$ cat src/rtl/mem_port_arbiter.sv
// mem_port_arbiter
// Shares one single-port, fixed-latency unified memory between the
// instruction-fetch stage and the MEM stage (LW/SW) of the 16-bit pipeline.
// One requester is granted at a time. Each access is sequenced through
// IDLE -> ACCESS -> WAIT -> RESP, and a registered valid pulse plus read data
// is returned to the owner. Data requests normally win. A starvation counter
// forces a fetch grant after STARVE_MAX consecutive data grants that were
// made while a fetch was pending.
//
// Ports:
//   clk, rst_n                 clock (rising edge), async active-low reset
//   if_req, if_addr            fetch request/address, held until if_valid
//   if_valid, if_rdata         fetch completion pulse and instruction word
//   d_req, d_we, d_addr,
//   d_wdata                    data request (1=store), held until d_valid
//   d_valid, d_rdata           data completion pulse and load data
//   mem_en, mem_we, mem_addr,
//   mem_wdata, mem_rdata       single-port memory interface
//   stall_if, stall_mem        combinational freeze lines for IF / MEM
module mem_port_arbiter #(
    parameter int AW         = 16,
    parameter int DW         = 16,
    parameter int MEM_LAT    = 1,
    parameter int STARVE_MAX = 3
) (
    input  logic          clk,
    input  logic          rst_n,
    input  logic          if_req,
    input  logic [AW-1:0] if_addr,
    output logic          if_valid,
    output logic [DW-1:0] if_rdata,
    input  logic          d_req,
    input  logic          d_we,
    input  logic [AW-1:0] d_addr,
    input  logic [DW-1:0] d_wdata,
    output logic          d_valid,
    output logic [DW-1:0] d_rdata,
    output logic          mem_en,
    output logic          mem_we,
    output logic [AW-1:0] mem_addr,
    output logic [DW-1:0] mem_wdata,
    input  logic [DW-1:0] mem_rdata,
    output logic          stall_if,
    output logic          stall_mem
);

    // $clog2(MEM_LAT) bits are enough to hold MEM_LAT-1; keep at least one bit.
    localparam int LW = (MEM_LAT > 1) ? $clog2(MEM_LAT) : 1;
    localparam int SW = (STARVE_MAX > 0) ? $clog2(STARVE_MAX + 1) : 1;

    typedef enum logic [1:0] {
        IDLE,
        ACCESS,
        WAIT,
        RESP
    } state_t;

    state_t        state;
    state_t        state_next;
    logic          own_d;
    logic          we_lat;
    logic [LW-1:0] lat_cnt;
    logic [SW-1:0] starve_cnt;
    logic          grant_d;
    logic          grant_f;

    // Grant decision, only meaningful in IDLE. Data loses only when a fetch
    // is pending and has already been passed over STARVE_MAX times in a row.
    always_comb begin
        grant_d = 1'b0;
        grant_f = 1'b0;
        if (state == IDLE) begin
            if (d_req && !(if_req && (starve_cnt == SW'(STARVE_MAX)))) begin
                grant_d = 1'b1;
            end else if (if_req) begin
                grant_f = 1'b1;
            end
        end
    end

    always_comb begin
        state_next = state;
        case (state)
            IDLE:    if (grant_d || grant_f) state_next = ACCESS;
            ACCESS:  state_next = WAIT;
            WAIT:    if (lat_cnt == '0) state_next = RESP;
            RESP:    state_next = IDLE;
            default: state_next = IDLE;
        endcase
    end

    always_ff @(posedge clk or negedge rst_n) begin
        if (!rst_n) begin
            state <= IDLE;
        end else begin
            state <= state_next;
        end
    end

    // Registered datapath. mem_en/mem_we and the valid pulses default low every
    // cycle, so each is high for exactly the one cycle after the edge that set it.
    // The grant edge loads the address, so mem_addr/mem_wdata are already stable
    // during ACCESS and simply hold afterwards.
    always_ff @(posedge clk or negedge rst_n) begin
        if (!rst_n) begin
            mem_en     <= 1'b0;
            mem_we     <= 1'b0;
            mem_addr   <= '0;
            mem_wdata  <= '0;
            if_valid   <= 1'b0;
            d_valid    <= 1'b0;
            if_rdata   <= '0;
            d_rdata    <= '0;
            own_d      <= 1'b0;
            we_lat     <= 1'b0;
            lat_cnt    <= '0;
            starve_cnt <= '0;
        end else begin
            mem_en   <= 1'b0;
            mem_we   <= 1'b0;
            if_valid <= 1'b0;
            d_valid  <= 1'b0;
            case (state)
                IDLE: begin
                    if (grant_d) begin
                        own_d     <= 1'b1;
                        we_lat    <= d_we;
                        mem_en    <= 1'b1;
                        mem_we    <= d_we;
                        mem_addr  <= d_addr;
                        mem_wdata <= d_wdata;
                        if (!if_req) begin
                            starve_cnt <= '0;
                        end else if (starve_cnt != SW'(STARVE_MAX)) begin
                            starve_cnt <= starve_cnt + SW'(1);
                        end
                    end else if (grant_f) begin
                        own_d      <= 1'b0;
                        we_lat     <= 1'b0;
                        mem_en     <= 1'b1;
                        mem_addr   <= if_addr;
                        mem_wdata  <= '0;
                        starve_cnt <= '0;
                    end
                end
                ACCESS: begin
                    lat_cnt <= LW'(MEM_LAT - 1);
                end
                WAIT: begin
                    if (lat_cnt == '0) begin
                        if (own_d) begin
                            d_valid <= 1'b1;
                            if (!we_lat) d_rdata <= mem_rdata;
                        end else begin
                            if_valid <= 1'b1;
                            if_rdata <= mem_rdata;
                        end
                    end else begin
                        lat_cnt <= lat_cnt - LW'(1);
                    end
                end
                default: ;
            endcase
        end
    end

    assign stall_if  = if_req & ~if_valid;
    assign stall_mem = d_req & ~d_valid;

endmodule
$ cat config.mk
export PLATFORM = sky130hd
export DESIGN_NAME = mem_port_arbiter
export DESIGN_NICKNAME = d
export VERILOG_FILES = /design/src/rtl/mem_port_arbiter.sv
export SDC_FILE = /design/constraint.sdc
export NUM_CORES = 1
export LEC_CHECK = 0
export BUFFER_PORTS_ARGS = -buffer_cell sky130_fd_sc_hd__buf_2
export CAP_MARGIN = 0
export CORE_ASPECT_RATIO = 0.9
export CORE_MARGIN = 10
export CORE_UTILIZATION = 30
export DETAILED_ROUTE_END_ITERATION = 16
export SLEW_MARGIN = 5
export SYNTH_ARGS = -nofsm -noshare
export SYNTH_HDL_FRONTEND = slang
export SYNTH_SLANG_ARGS = --single-unit
$ cat constraint.sdc
create_clock -name clk -period 3.5 [get_ports clk]
set_clock_uncertainty 0.1 [all_clocks]
set_input_delay 0.35 -clock clk [delete_from_list [all_inputs] [get_ports clk]]
set_output_delay 0.35 -clock clk [all_outputs]
set_load 0.005 [all_outputs]
# Yosys cells after proc, flatten, opt, wreduce, memory -nomap -nowiden
# Cells that the tools add are included.
dict set report op_classes {
  n_addsub 2
  n_eq_ne 8
  mux 32
  bitwise 7
  n_reduce_logical 12
}
# op n
set ops {}
lappend ops {{$mux W16} 4}
lappend ops {{$mux W1} 20}
lappend ops {{$mux W2} 6}
lappend ops {{$pmux W2 S4} 1}
lappend ops {{$eq A2 B2 Y1 const B} 3}
lappend ops {{$reduce_and A3 Y1} 2}
lappend ops {{$not A1 Y1} 5}
lappend ops {{$ne A2 B2 Y1 const B} 2}
lappend ops {{$reduce_and A2 Y1} 2}
lappend ops {{$reduce_and A4 Y1} 1}
lappend ops {{$reduce_bool A2 Y1} 2}
lappend ops {{$ne A3 B2 Y1 const B} 1}
lappend ops {{$add A2 B1 Y2 const B} 1}
lappend ops {{$and A1 B1 Y1} 2}
lappend ops {{$eq A2 B1 Y1 const B} 1}
lappend ops {{$logic_and A1 B1 Y1} 2}
lappend ops {{$logic_not A2 Y1} 1}
lappend ops {{$ne A2 B1 Y1 const B} 1}
lappend ops {{$pmux W1 S2} 1}
lappend ops {{$logic_not A1 Y1} 1}
lappend ops {{$logic_or A1 B1 Y1} 1}
lappend ops {{$sub A1 B1 Y1 const B} 1}
dict set report totals {
  out_inout_bits 70
  word_cells 74
  input_bits 69
  register_bits 75
}

# Logic depth before layout (Yosys ltp)
dict set report logic_depth {
  word_depth 9
  depth_mapped 7
  mapped_depth_nobuf 6
}

# Worst setup path before layout
# No wires, ideal clock.
dict set report synth_timing {
  path_kind {flip-flop to flip-flop}
  start {reg state[0]}
  end {reg if_rdata[1]}
  path_stages_with_launch 7
  period_less_slack_ns 1.609
  path_buffers 2
  arrival_ns 1.381
  setup_slack_ns 1.891
  setup_time_ns 0.128
  t_required_ns 3.272
  cell_sequence {dfrtp_1 > inv_1 > ha_1 > nor2b_1 > buf_2 > buf_4 > mux2_1}
}
dict set report synth_via {
  elab_chain_cells 2
}
# item line
set synth_lines {}
lappend synth_lines {{start, declared} 58} ;# state_t state;
lappend synth_lines {{start signal, assigned} 96} ;# state <= state_next;
lappend synth_lines {{$eq A2 B2 Y1} 123} ;# case (state)
lappend synth_lines {{$reduce_and A3 Y1 (no source line)} --}
lappend synth_lines {{end signal, assigned} 156} ;# if_rdata <= mem_rdata;
lappend synth_lines {{end, declared} 31} ;# output logic [DW-1:0] if_rdata,
# No other way between the ends.
# A chain may end at the register's enable or synchronous reset.

# Worst setup path after layout
dict set report layout_timing {
  start {reg state[0]}
  end {reg starve_cnt[1]}
}
dict set report layout_via {
  elab_chain_cells 4
  word_cells_on_any_way 7
  cone_classes {eq/ne: 1; mux: 3; reduce/logical: 3}
}
# item line
set layout_lines {}
lappend layout_lines {{$logic_not A2 Y1 (*)} {72, 123}}
lappend layout_lines {{$mux W1} 72} ;# if (state == IDLE) begin
lappend layout_lines {{$ne A3 B2 Y1 (no source line) / $reduce_bool A2 Y1 (equally long branches)} --}
lappend layout_lines {{$reduce_and A3 Y1 (no source line)} --}
lappend layout_lines {{end signal, assigned} 135} ;# starve_cnt <= starve_cnt + SW'(1);
lappend layout_lines {{end, declared} 63} ;# logic [SW-1:0] starve_cnt;
# Mark *: on every way between the ends. The rest lies on a longest branch, timed or not.

==> metrics.md <==
| Metric | Value |
|---|---|
| Layout cells sized above 1 | 48.37% |
| Portion of total power attributed to the clock network | 27.0% |
| Source-to-sink clock delay at the later pin of the worst-skew pair | 330 ps |
| Total nets after synthesis | 305 |
| Y dimension of the die | 116.2 µm |
| Final Net Count | 435 |
| RSZ-0062 raised after global routing | false |
| Number of library cell types mapped by synthesis | 29 |
| Total number of placement rows | 35 |
| TritonCTS clock tree | built |
| Class of the worst hold path | in -> async |
| Count of state elements after synthesis | 74 |
| Routability-driven placement congestion ratio | 0.6783 |
| Largest stage delay on the critical path | 750 ps |
| Synthesized cell area | 0.003084 mm² |
| Max Fanout on Critical Path | 20 |
| Post-layout power | 3948 µW |
| GRT Overall Usage | 11.67% |
| Largest net degree at the start of global routing | 75 |
| Normalized max-slew margin | 29.83% |
| Final count of pins violating max slew | 0 |
| Setup violation total in the final timing report | 0 |
| Vias/cell | 4.781 |
| Number of clock sinks seen by CTS | 74 |
| Core footprint | 0.01016 mm² |
| Worst setup startpoint | state[0] |
| Clock root buffer | clkbuf_16 |
| Hold Fails Final Rpt | 0 |
| Most used flip-flop cell after synthesis | dfrtp_1 |
| Combinational share of power | 35.6% |
| Max-Cap Viols | 0 |
| Buffers inserted by post-CTS timing repair | 0 |
| Count of hold buffers inserted by post-cts repair | 0 |
| Count of H-tree levels built during CTS | 3 |
| Element type at the critical path end | register |
| Setup tns final | 0 ps |
| HPWL after detailed placement | 6.459 mm |
| Die area | 0.01474 mm² |
| Area taken by flip-flops and latches | 0.001852 mm² |
| Routed WL | 8.777 mm |
| Antenna-violating nets left | 0 |
| CTS clock-pin slew for the worst setup and hold paths | 60 ps |
| Synth Area per Inst | 13.24 µm² |
| Synth Warn # | 0 |
| Area of the multi-input gates | 0.001087 mm² |
| X dimension of the die | 126.9 µm |
| Routed length on met3 | 693 µm |
| Starting Density | 30.36% |
| Sequential share of the synthesized area | 60.04% |
| WL per Instance | 17.66 µm |
| Reg power frac | 37.4% |
| Met2 layer wire length in the routed design | 4.068 mm |
| Total grt overflow | 0 |
| Number of I/O port buffers | 138 |
| Sw Ratio | 31.10% |
| Status | finished clean |
| Critical setup path kind | reg -> reg |
| Number of flops mapped to enable cells by yosys | 0 |
| Number of global-route vias before repair | 2561 |
| Worst flop-to-flop path startpoint | state[0] |
| Uppermost layer routed | met4 |
| Layout overhead on the synthesized area | 35.05% |
| Setup crit start kind | register |
| Switching power of the nets | 1228 µW |
| TritonCTS buffer count | 9 |
| Highest-delay cell along the critical path | nor2_2 |
| Highest Clock Rate | 0.4264 GHz |
| Total of fill cells in the finished design | 1007 |
| Initial antenna violation count | 0 |
| Detailed Routing Iterations Pass 1 | 4 |
| WP data arrival | 2500 ps |
| Deepest clock path buffer count | 2 |
| Power density over cell area | 947.9 mW/mm² |
| Number of placed I/O pins | 139 |
| Iter 0 DRT Violations | 239 |
| Peak supply drop | 0.3217 mV |
| Detailed-route DRC error count | 0 |
| Crit-path cells | inv_1 -> ha_1 -> nand2_2 -> nor2_2 -> a32o_1 |
| Design internal power | 2720 µW |
| Async set-reset flop share out of synthesis | 100.0% |
| Pleak | 0.002025 µW |
| Count of vias placed by the detailed router | 2376 |
| Diode insertion count for antenna repair | 0 |
| Worst-Margin Slew | 1053 ps |
| Synthesized instance count | 233 |
| Global-route wire length before repair | 13.86 mm |
| Sum of routed wire segments on met1 | 3.939 mm |
| Shortest period the worst path allows | 2345 ps |
| Period utilisation layout | 67.00% |
| Depth of the worst register-to-register path | 5 |
| Data required time of the worst path | 3660 ps |
| PostCTS Resize Cnt | 0 |
## cell type report
| cell class | instances | share of cell area (%) |
|---|---|---|
| sequential | 74 | 44.46 |
| multi-input combinational | 134 | 26.10 |
| timing repair buffer | 139 | 16.82 |
| clock buffer | 12 | 5.918 |
| tap | 129 | 3.875 |
| clock inverter | 4 | 2.373 |
| inverter | 5 | 0.4506 |
## state kept, by name, indices dropped and copies added, names as in the netlist
register / flops
mem_en: 1
d_rdata: 16
if_rdata: 16
own_d: 1
state: 2
starve_cnt: 2
d_valid: 1
mem_wdata: 16
mem_addr: 16
mem_we: 1
if_valid: 1
we_lat: 1
## metal layers
| layer | vias to the layer above | GRT usage, % |
|---|---|---|
| met1 | 1154 | 14.78 |
| li1 | 1124 | - |
| met2 | 93 | 17.68 |
| met3 | 5 | 5.218 |
| met4 | 0 | 3.184 |
| met5 | - | 0 |
## metrics by stage
| stage | cell area [µm²] | worst slack (ps) | instances | hold WS (ps) | utilization, % |
|---|---|---|---|---|---|
| after floorplan | 3084 | 1891 | 233 | -45.59 | - |
| after global placement | 3820 | 1143 | 481 | 361.9 | 37.60 |
| after detailed placement | 3820 | 1086 | 481 | 379.6 | 37.60 |
| after CTS | 4165 | 1135 | 497 | 119.1 | 41.00 |
| after global routing | 4165 | 976.6 | 497 | 125.0 | 41.00 |
| final | 4165 | 1155 | 497 | 49.85 | 41.00 |
## cell usage in the layout, fill, tap and decap left out, types with 2 or more instances in the layout
cell	synthesis	layout
clkbuf_16	0	9
nor2_1	18	18
bufinv_16	0	3
dfrtp_1	74	74
mux2_1	16	16
mux2_4	10	10
o21ai_0	8	8
buf_4	3	2
o2111ai_1	16	16
clkbuf_1	1	2
nand2_1	2	2
buf_2	13	137
inv_1	2	2
o21ai_1	8	8
inv_2	3	3
a31oi_1	17	17
mux2_2	7	7
ha_1	3	3
and2_1	2	2
a22o_1	17	17
## path summary, 6_finish.rpt
check                                end  slack, ps
min in group clk           mem_wdata[10]        130
max in group asynchronous          own_d       2590
hold / removal               d_rdata[14]         50
setup reg to reg           starve_cnt[1]       1150
setup / recovery           starve_cnt[1]       1150
hold reg to reg              if_rdata[7]        390
## critical path, delay by kind of cell, from the launching register on
kind	cells	cell delay [ps]
flops	1	360
fa+ha+maj	1	400
buf+inv	1	90
compound gates	1	270
simple gates	2	1060
## cells in the mapped netlist (2+ instances only)
library cell / n / area share [%]
buf_6: 2 / 0.73
nor2b_1: 2 / 0.41
nor2_1: 18 / 2.2
nand2_1: 2 / 0.24
inv_2: 3 / 0.37
o2111ai_1: 16 / 4.5
buf_2: 13 / 2.1
and2_1: 2 / 0.41
mux2_2: 7 / 2.6
dfrtp_1: 74 / 60
a22o_1: 17 / 4.8
a31oi_1: 17 / 3.4
mux2_4: 10 / 4.9
inv_1: 2 / 0.24
o21ai_1: 8 / 1.3
o21ai_0: 8 / 1.3
buf_4: 3 / 0.73
ha_1: 3 / 1.2
mux2_1: 16 / 5.8
## cell families after synthesis
family | Yosys count | share of synthesized area, %
buffers and inverters | 25 | 4.787
adders and majority gates | 3 | 1.217
AOI/OAI and AO/OA | 70 | 16.55
muxes | 33 | 13.27
and+or+nand+nor | 28 | 4.138
DFF | 74 | 60.04
## power groups by stage
stage / sequential [µW] / combinational [µW] / clock, µW
after floorplan: 1510 / 818 / 0
final: 1480 / 1400 / 1070
after detailed placement: 1500 / 1450 / 0
after CTS: 1490 / 1450 / 1100
after global placement: 1470 / 1410 / 0
after global routing: 1540 / 1570 / 1140
Power figures use the tool's default switching activity.
